==> src/rtl/seq_pkg.sv <==
// Shared definitions for the sequence-detector front end: state encoding and
// default word width / idle level.
package seq_pkg;

    typedef enum logic {
        ST_IDLE  = 1'b0,
        ST_SHIFT = 1'b1
    } state_e;

    localparam int   DEF_WIDTH    = 8;
    localparam logic DEF_IDLE_BIT = 1'b1;

endpackage

==> src/rtl/seq_serializer_if.sv <==
// Load handshake plus serial output bundle of the serializer.
// slave = serializer side, master = producer / detector side.
interface seq_serializer_if
    import seq_pkg::*;
#(
    parameter int WIDTH = DEF_WIDTH
);
    logic [WIDTH-1:0] data_in;
    logic             load_valid;
    logic             load_ready;
    logic             ser_out;
    logic             ser_valid;
    logic             word_done;
    logic             busy;

    modport master (
        output data_in, load_valid,
        input  load_ready, ser_out, ser_valid, word_done, busy
    );

    modport slave (
        input  data_in, load_valid,
        output load_ready, ser_out, ser_valid, word_done, busy
    );
endinterface

==> src/rtl/seq_serializer.sv <==
// Parallel-to-serial front end: one WIDTH-bit word in, one bit per clock out.
// Define SER_PRELOAD_EN to accept the next word on the last-bit cycle (zero gap).
module seq_serializer
    import seq_pkg::*;
#(
    parameter int   WIDTH     = DEF_WIDTH,
    parameter bit   MSB_FIRST = 1'b1,
    parameter logic IDLE_BIT  = DEF_IDLE_BIT
) (
    input  logic            clock,
    input  logic            reset,
    seq_serializer_if.slave bus
);
    localparam int              CW       = $clog2(WIDTH);
    localparam logic [CW-1:0]   CNT_LAST = CW'(WIDTH - 1);

    state_e            r_state, w_state_nx;
    logic [WIDTH-1:0]  r_shreg, w_shreg_nx, w_shifted;
    logic [CW-1:0]     r_cnt, w_cnt_nx;
    logic              w_ready, w_accept, w_out_bit;

    assign w_out_bit = MSB_FIRST ? r_shreg[WIDTH-1] : r_shreg[0];
    assign w_shifted = MSB_FIRST ? {r_shreg[WIDTH-2:0], 1'b0}
                                 : {1'b0, r_shreg[WIDTH-1:1]};

`ifdef SER_PRELOAD_EN
    assign w_ready = (r_state == ST_IDLE) || (r_cnt == '0);
`else
    assign w_ready = (r_state == ST_IDLE);
`endif
    assign w_accept = bus.load_valid && w_ready && !reset;

    always_ff @(posedge clock or posedge reset) begin
        if (reset) begin
            r_state <= ST_IDLE;
            r_shreg <= '0;
            r_cnt   <= '0;
        end else begin
            r_state <= w_state_nx;
            r_shreg <= w_shreg_nx;
            r_cnt   <= w_cnt_nx;
        end
    end

    // A load on the last-bit edge overrides the shift, so preload needs no extra branch.
    always_comb begin
        w_state_nx = r_state;
        w_shreg_nx = r_shreg;
        w_cnt_nx   = r_cnt;
        case (r_state)
            ST_IDLE: begin
                if (w_accept) begin
                    w_shreg_nx = bus.data_in;
                    w_cnt_nx   = CNT_LAST;
                    w_state_nx = ST_SHIFT;
                end
            end
            ST_SHIFT: begin
                w_shreg_nx = w_shifted;
                if (r_cnt != '0) begin
                    w_cnt_nx = r_cnt - CW'(1);
                end else if (w_accept) begin
                    w_shreg_nx = bus.data_in;
                    w_cnt_nx   = CNT_LAST;
                end else begin
                    w_state_nx = ST_IDLE;
                end
            end
            default: w_state_nx = ST_IDLE;
        endcase
    end

    assign bus.busy       = (r_state == ST_SHIFT);
    assign bus.ser_valid  = (r_state == ST_SHIFT);
    assign bus.ser_out    = (r_state == ST_SHIFT) ? w_out_bit : IDLE_BIT;
    assign bus.word_done  = (r_state == ST_SHIFT) && (r_cnt == '0);
    assign bus.load_ready = w_ready && !reset;

endmodule

==> src/flat_wrapper.sv <==
// flat-port wrapper written by rule: the top's interface ports become plain ports
module seq_serializer_flat import seq_pkg::*;
#(
    parameter int   WIDTH     = DEF_WIDTH,
    parameter bit   MSB_FIRST = 1'b1,
    parameter logic IDLE_BIT  = DEF_IDLE_BIT
)
  (clock, reset, bus_data_in, bus_load_valid, bus_load_ready, bus_ser_out, bus_ser_valid, bus_word_done, bus_busy);
  seq_serializer_if #(.WIDTH(WIDTH)) bus_i ();
  input  logic clock;
  input  logic reset;
  input wire logic [$bits(bus_i.data_in)-1:0] bus_data_in;
  input wire logic [$bits(bus_i.load_valid)-1:0] bus_load_valid;
  output wire logic [$bits(bus_i.load_ready)-1:0] bus_load_ready;
  output wire logic [$bits(bus_i.ser_out)-1:0] bus_ser_out;
  output wire logic [$bits(bus_i.ser_valid)-1:0] bus_ser_valid;
  output wire logic [$bits(bus_i.word_done)-1:0] bus_word_done;
  output wire logic [$bits(bus_i.busy)-1:0] bus_busy;
  assign bus_i.data_in = bus_data_in;
  assign bus_i.load_valid = bus_load_valid;
  assign bus_load_ready = bus_i.load_ready;
  assign bus_ser_out = bus_i.ser_out;
  assign bus_ser_valid = bus_i.ser_valid;
  assign bus_word_done = bus_i.word_done;
  assign bus_busy = bus_i.busy;
  seq_serializer #(.WIDTH(WIDTH), .MSB_FIRST(MSB_FIRST), .IDLE_BIT(IDLE_BIT)) u_core (.clock(clock), .reset(reset), .bus(bus_i));
endmodule
==> config.mk <==
export PLATFORM = sky130hd
export DESIGN_NAME = seq_serializer_flat
export DESIGN_NICKNAME = d
export VERILOG_FILES = /design/src/rtl/seq_pkg.sv /design/src/rtl/seq_serializer_if.sv /design/src/rtl/seq_serializer.sv /design/src/flat_wrapper.sv
export SDC_FILE = /design/constraint.sdc
export NUM_CORES = 1
export LEC_CHECK = 0
export ABC_AREA = 1
export CAP_MARGIN = 20
export CORE_MARGIN = 4
export CORE_UTILIZATION = 25
export DETAILED_ROUTE_END_ITERATION = 6
export MAX_ROUTING_LAYER = met4
export PLACE_DENSITY = 0.54
export SLEW_MARGIN = 25
export SYNTH_ARGS = -nofsm -noshare
export SYNTH_HDL_FRONTEND = slang
export SYNTH_SLANG_ARGS = --single-unit
==> constraint.sdc <==
create_clock -name clock -period 1 [get_ports clock]
set_input_delay 0.15 -clock clock [delete_from_list [all_inputs] [get_ports clock]]
set_output_delay 0.15 -clock clock [all_outputs]
set_load 0.01 [all_outputs]
=== Word-level counts from Yosys, hierarchy flattened ===
Cells that the tools add are included.

* Add/subtract/negate cells: 1
* Equality and inequality tests: 1
* Multiplexer cells: 11
* Bitwise logic cells: 1
* Reduce and logical (&&, ||, !) cells: 7

{| class="wikitable"
|+ Operators by type and width
! operator !! count
|-
| $mux W8 || 3
|-
| $pmux W8 S2 || 1
|-
| $mux W3 || 2
|-
| $pmux W3 S2 || 1
|-
| $logic_and A1 B1 Y1 || 4
|-
| $logic_not A3 Y1 || 1
|-
| $mux W1 || 3
|-
| $reduce_bool A3 Y1 || 1
|-
| $sub A3 B1 Y3 const B || 1
|-
| $ne A2 B2 Y1 const B || 1
|-
| $pmux W1 S2 || 1
|-
| $logic_not A1 Y1 || 1
|-
| $not A1 Y1 || 1
|}

* Bits in registers: 12
* Input port bits: 11
* Output and inout port bits: 5
* Word-level logic and storage cells: 24

=== Longest topological paths before layout ===
* Depth after elaboration: 6
* Depth in mapped cells: 8

=== Worst setup path before layout ===
Ideal clock, no wire load.

* Path kind: reg2reg
* From: register u_core.r_state, in the netlist u_core.bus.busy
* To: register u_core.r_cnt[0]
* Arrival: 0.964 ns
* Data required time: 0.935 ns
* Path slack: -0.029 ns
* Cell stages (with the launch flop): 7
* Period minus slack after synthesis: 1.029 ns
* Cell sequence: dfrtp_1 buf_4 nor2_4 nand2_1 nand2_1 nand2_1 nand2_1

* Word-level cells in the longest chain between the ends: 6

{| class="wikitable"
|+ RTL lines
! item !! line !! RTL
|-
| from (decl) || seq_serializer.sv:17 || <nowiki>state_e r_state, w_state_nx;</nowiki>
|-
| from (signal assigned) || seq_serializer.sv:39 || <nowiki>r_state <= w_state_nx;</nowiki>
|-
| $not A1 Y1 || -- ||
|-
| $logic_and A1 B1 Y1 (2 in series) || seq_serializer.sv:31 || <nowiki>assign w_accept = bus.load_valid && w_ready && !reset;</nowiki>
|-
| $mux W3 (2 in series) || -- ||
|-
| $pmux W3 S2 (*) || seq_serializer.sv:50 || <nowiki>case (r_state)</nowiki>
|-
| net u_core.w_cnt_nx[0] || seq_serializer.sv:19 || <nowiki>logic [CW-1:0] r_cnt, w_cnt_nx;</nowiki>
|-
| to (signal assigned) || seq_serializer.sv:41 || <nowiki>r_cnt <= w_cnt_nx;</nowiki>
|-
| to (decl) || seq_serializer.sv:19 ||
|}

The timed path passes the listed nets; every way through them passes the cells marked *.
A chain may end at the register's enable or synchronous reset.

=== Final worst setup path ===
* From: register u_core.r_cnt[0]
* To: output port bus_word_done

* Word-level cells in the longest chain between the ends: 2

{| class="wikitable"
|+ RTL lines
! item !! line !! RTL
|-
| $logic_not A3 Y1 || seq_serializer.sv:76 || <nowiki>assign bus.word_done = (r_state == ST_SHIFT) && (r_cnt == '0);</nowiki>
|-
| $logic_and A1 B1 Y1 || seq_serializer.sv:76 ||
|-
| to (decl) || flat_wrapper.sv:17 || <nowiki>output wire logic [$bits(bus_i.word_done)-1:0] bus_word_done;</nowiki>
|}

No other way between the ends.

==> flow_summary.json <==
{
  "cts_hold_buf": 0,
  "yosysUniqueCellTypes": 13,
  "status": "finished with violations",
  "clock_sinks": 12,
  "nFillCells": 230,
  "period_needed_ns": 1.28,
  "maxSlewViolCount": 0,
  "place.gp.congestion": 0.707,
  "track_usage": 0.102,
  "areaGrowthSynthToFinish_pct": 68.1,
  "required_ns": 0.85,
  "fin_tns_setup_ns": -2.31,
  "maxCapViolCount": 0,
  "drive_above_1_share": 0.415,
  "grt_first_pass_wirelength_um": 2500,
  "synth-seq-cells": 12,
  "ir_drop_mv": 1.56,
  "fin_nets": 120,
  "first_global_vias": 593,
  "tightest_slew_ns": 0.273,
  "worst-path-max-fanout": 2,
  "hp-class": "in -> reg",
  "root_buffer": "clkbuf_4",
  "gr-total-overflow": 0,
  "ant_nets": 0,
  "synthCells": 74,
  "diodes": 0,
  "clock_path_buffers": 2,
  "antenna_found_initial": 0,
  "fp.dieW_um": 57.0,
  "finClkSkew_ns": 0.000580,
  "start_kind": "flip-flop",
  "worstPathArrival_ns": 1.13,
  "clock_latency_ns": 0.27,
  "coreArea_um2": 2250,
  "avgSynthCellArea_um2": 8.10,
  "fp.dieH_um": 57.0,
  "p_per_area_nw_per_um2": 2840,
  "failed_checks": "negative setup slack",
  "path_class": "reg -> out",
  "port_buffers": 15,
  "synth_nets": 87,
  "cts_made_buffers": 3,
  "routed_wl_um": 1490,
  "dieArea_um2": 3240,
  "ys_warn_count": 0,
  "rows": 17,
  "timing.final.crit_share": 1.28,
  "via_count": 578,
  "final_common_cell": "nand2_1",
  "regArea_um2": 300,
  "multi_input_area_um2": 335,
  "drc": 0,
  "cp-end-kind": "output port",
  "start_util": 0.266,
  "grt_max_degree": 13,
  "drt_iter0_drc": 6,
  "finalHoldViolations": 0,
  "p_leak_nw": 0.505,
  "synth_area_um2": 599,
  "cts_tree": "done",
  "io_pins": 16,
  "dp_slack_ns": -0.425,
  "drt-pass1-iter-count": 4,
  "slew-limit-headroom": 0.817,
  "path_clk_slew_ns": 0.08,
  "synth.yosys.seq_area_share": 0.501,
  "wl_per_cell_um": 11.1,
  "setup_ws_ns": -0.281,
  "rsz0062_at_grt": "true",
  "setup_viol": 17,
  "final_cell_mix": "nand2_1, dfrtp_1, clkdlybuf4s50_1",
  "post-dp-hpwl_um": 1000,
  "viasPerCell": 4.31,
  "fmax_ghz": 0.781,
  "cts_htree_levels": 1
}
## layout make-up
type	instances	share of cell area
Timing Repair Buffer	29	0.272
Inverter	7	0.0261
Multi-Input combinational cell	54	0.333
Clock buffer	4	0.0360
Tap cell	28	0.0348
Sequential cell	12	0.298
## through the flow
stage	power, mW	util	area, um2	hold WS, ns	instances
after floorplan	1.53	-	611	0.0448	74
after global placement	2.03	0.378	852	0.457	125
after detailed placement	2.05	0.378	852	0.469	125
after CTS	2.84	0.438	987	0.403	134
after global routing	3.11	0.447	1010	0.418	134
final	2.86	0.447	1010	0.412	134
## power breakdown
group | internal, mW | leakage (nW) | total [mW] | switching, mW
Sequential | 0.700 | 0.151 | 0.821 | 0.121
Clock | 0.221 | 0.0210 | 0.389 | 0.168
Combinational | 0.869 | 0.333 | 1.65 | 0.782
Total | 1.79 | 0.505 | 2.86 | 1.07
## flip-flops by register name, indices dropped and copies added, names as in the netlist
| name | cells |
|---|---|
| u_core.bus.busy | 1 |
| u_core.r_cnt | 3 |
| u_core.r_shreg | 8 |
## cells by family after synthesis
kind of cell / count (synthesis) / share of synthesized area
flops: 12 / 0.501
compound gates: 2 / 0.0355
fa+ha+maj: 2 / 0.0417
xor+xnor: 1 / 0.0146
simple gates: 48 / 0.338
buf+inv: 9 / 0.0689
## synth_stat cells
library cell	count	area (um2)
a21oi_4	1	16.3
dfrtp_1	12	300
a21oi_1	1	5.00
nor2_4	1	11.3
nand2_1	36	135
nand3_1	8	40.0
or2_2	1	6.26
buf_4	2	15.0
inv_1	7	26.3
nor2_1	1	3.75
ha_1	2	25.0
xor2_1	1	8.76
nor2_2	1	6.26
## final timing paths
| kind | startpoint | endpoint | slack (ns) | depth (start not counted) |
|---|---|---|---|---|
| worst min-delay path | bus_data_in[0] | u_core.r_shreg[0]$_DFFE_PP0P_ | 0.41 | 3 |
| min in group asynchronous | reset | u_core.bus.busy$_DFF_PP0_ | 0.49 | 4 |
| worst max-delay path | u_core.r_cnt[0]$_DFF_PP0_ | bus_word_done | -0.28 | 5 |
| worst min register to register | u_core.r_shreg[0]$_DFFE_PP0P_ | u_core.r_shreg[0]$_DFFE_PP0P_ | 0.49 | 2 |
| worst max register to register | u_core.bus.busy$_DFF_PP0_ | u_core.r_shreg[3]$_DFFE_PP0P_ | -0.15 | 5 |
| max in group asynchronous | reset | u_core.r_cnt[1]$_DFF_PP0_ | 0.35 | 4 |
## per-layer routing
| layer | vias to the layer above | track usage | routed length, um |
|---|---|---|---|
| li1 | 291 | - | - |
| met1 | 272 | 0.114 | 627 |
| met2 | 13 | 0.168 | 778 |
| met3 | 2 | 0.0204 | 49 |
| met4 | 0 | 0.0596 | 30 |
| met5 | - | - | 0 |
## critical path, cell delays in order (launching register included)
cell and delay (ns):
dfrtp_1 0.39, inv_2 0.08, ha_4 0.14, nand2_4 0.05, nor2_2 0.07, buf_2 0.13
## what timing repair did
action / CTS / global route
endpoints found under the hold margin: 0 / 0
setup endpoints to repair: 16 / 17
cloned: 1 / 0
gates resized for setup: 44 / 6
pin swaps: 21 / 15
setup buffers: 4 / 0
Power figures use the tool's default switching activity.
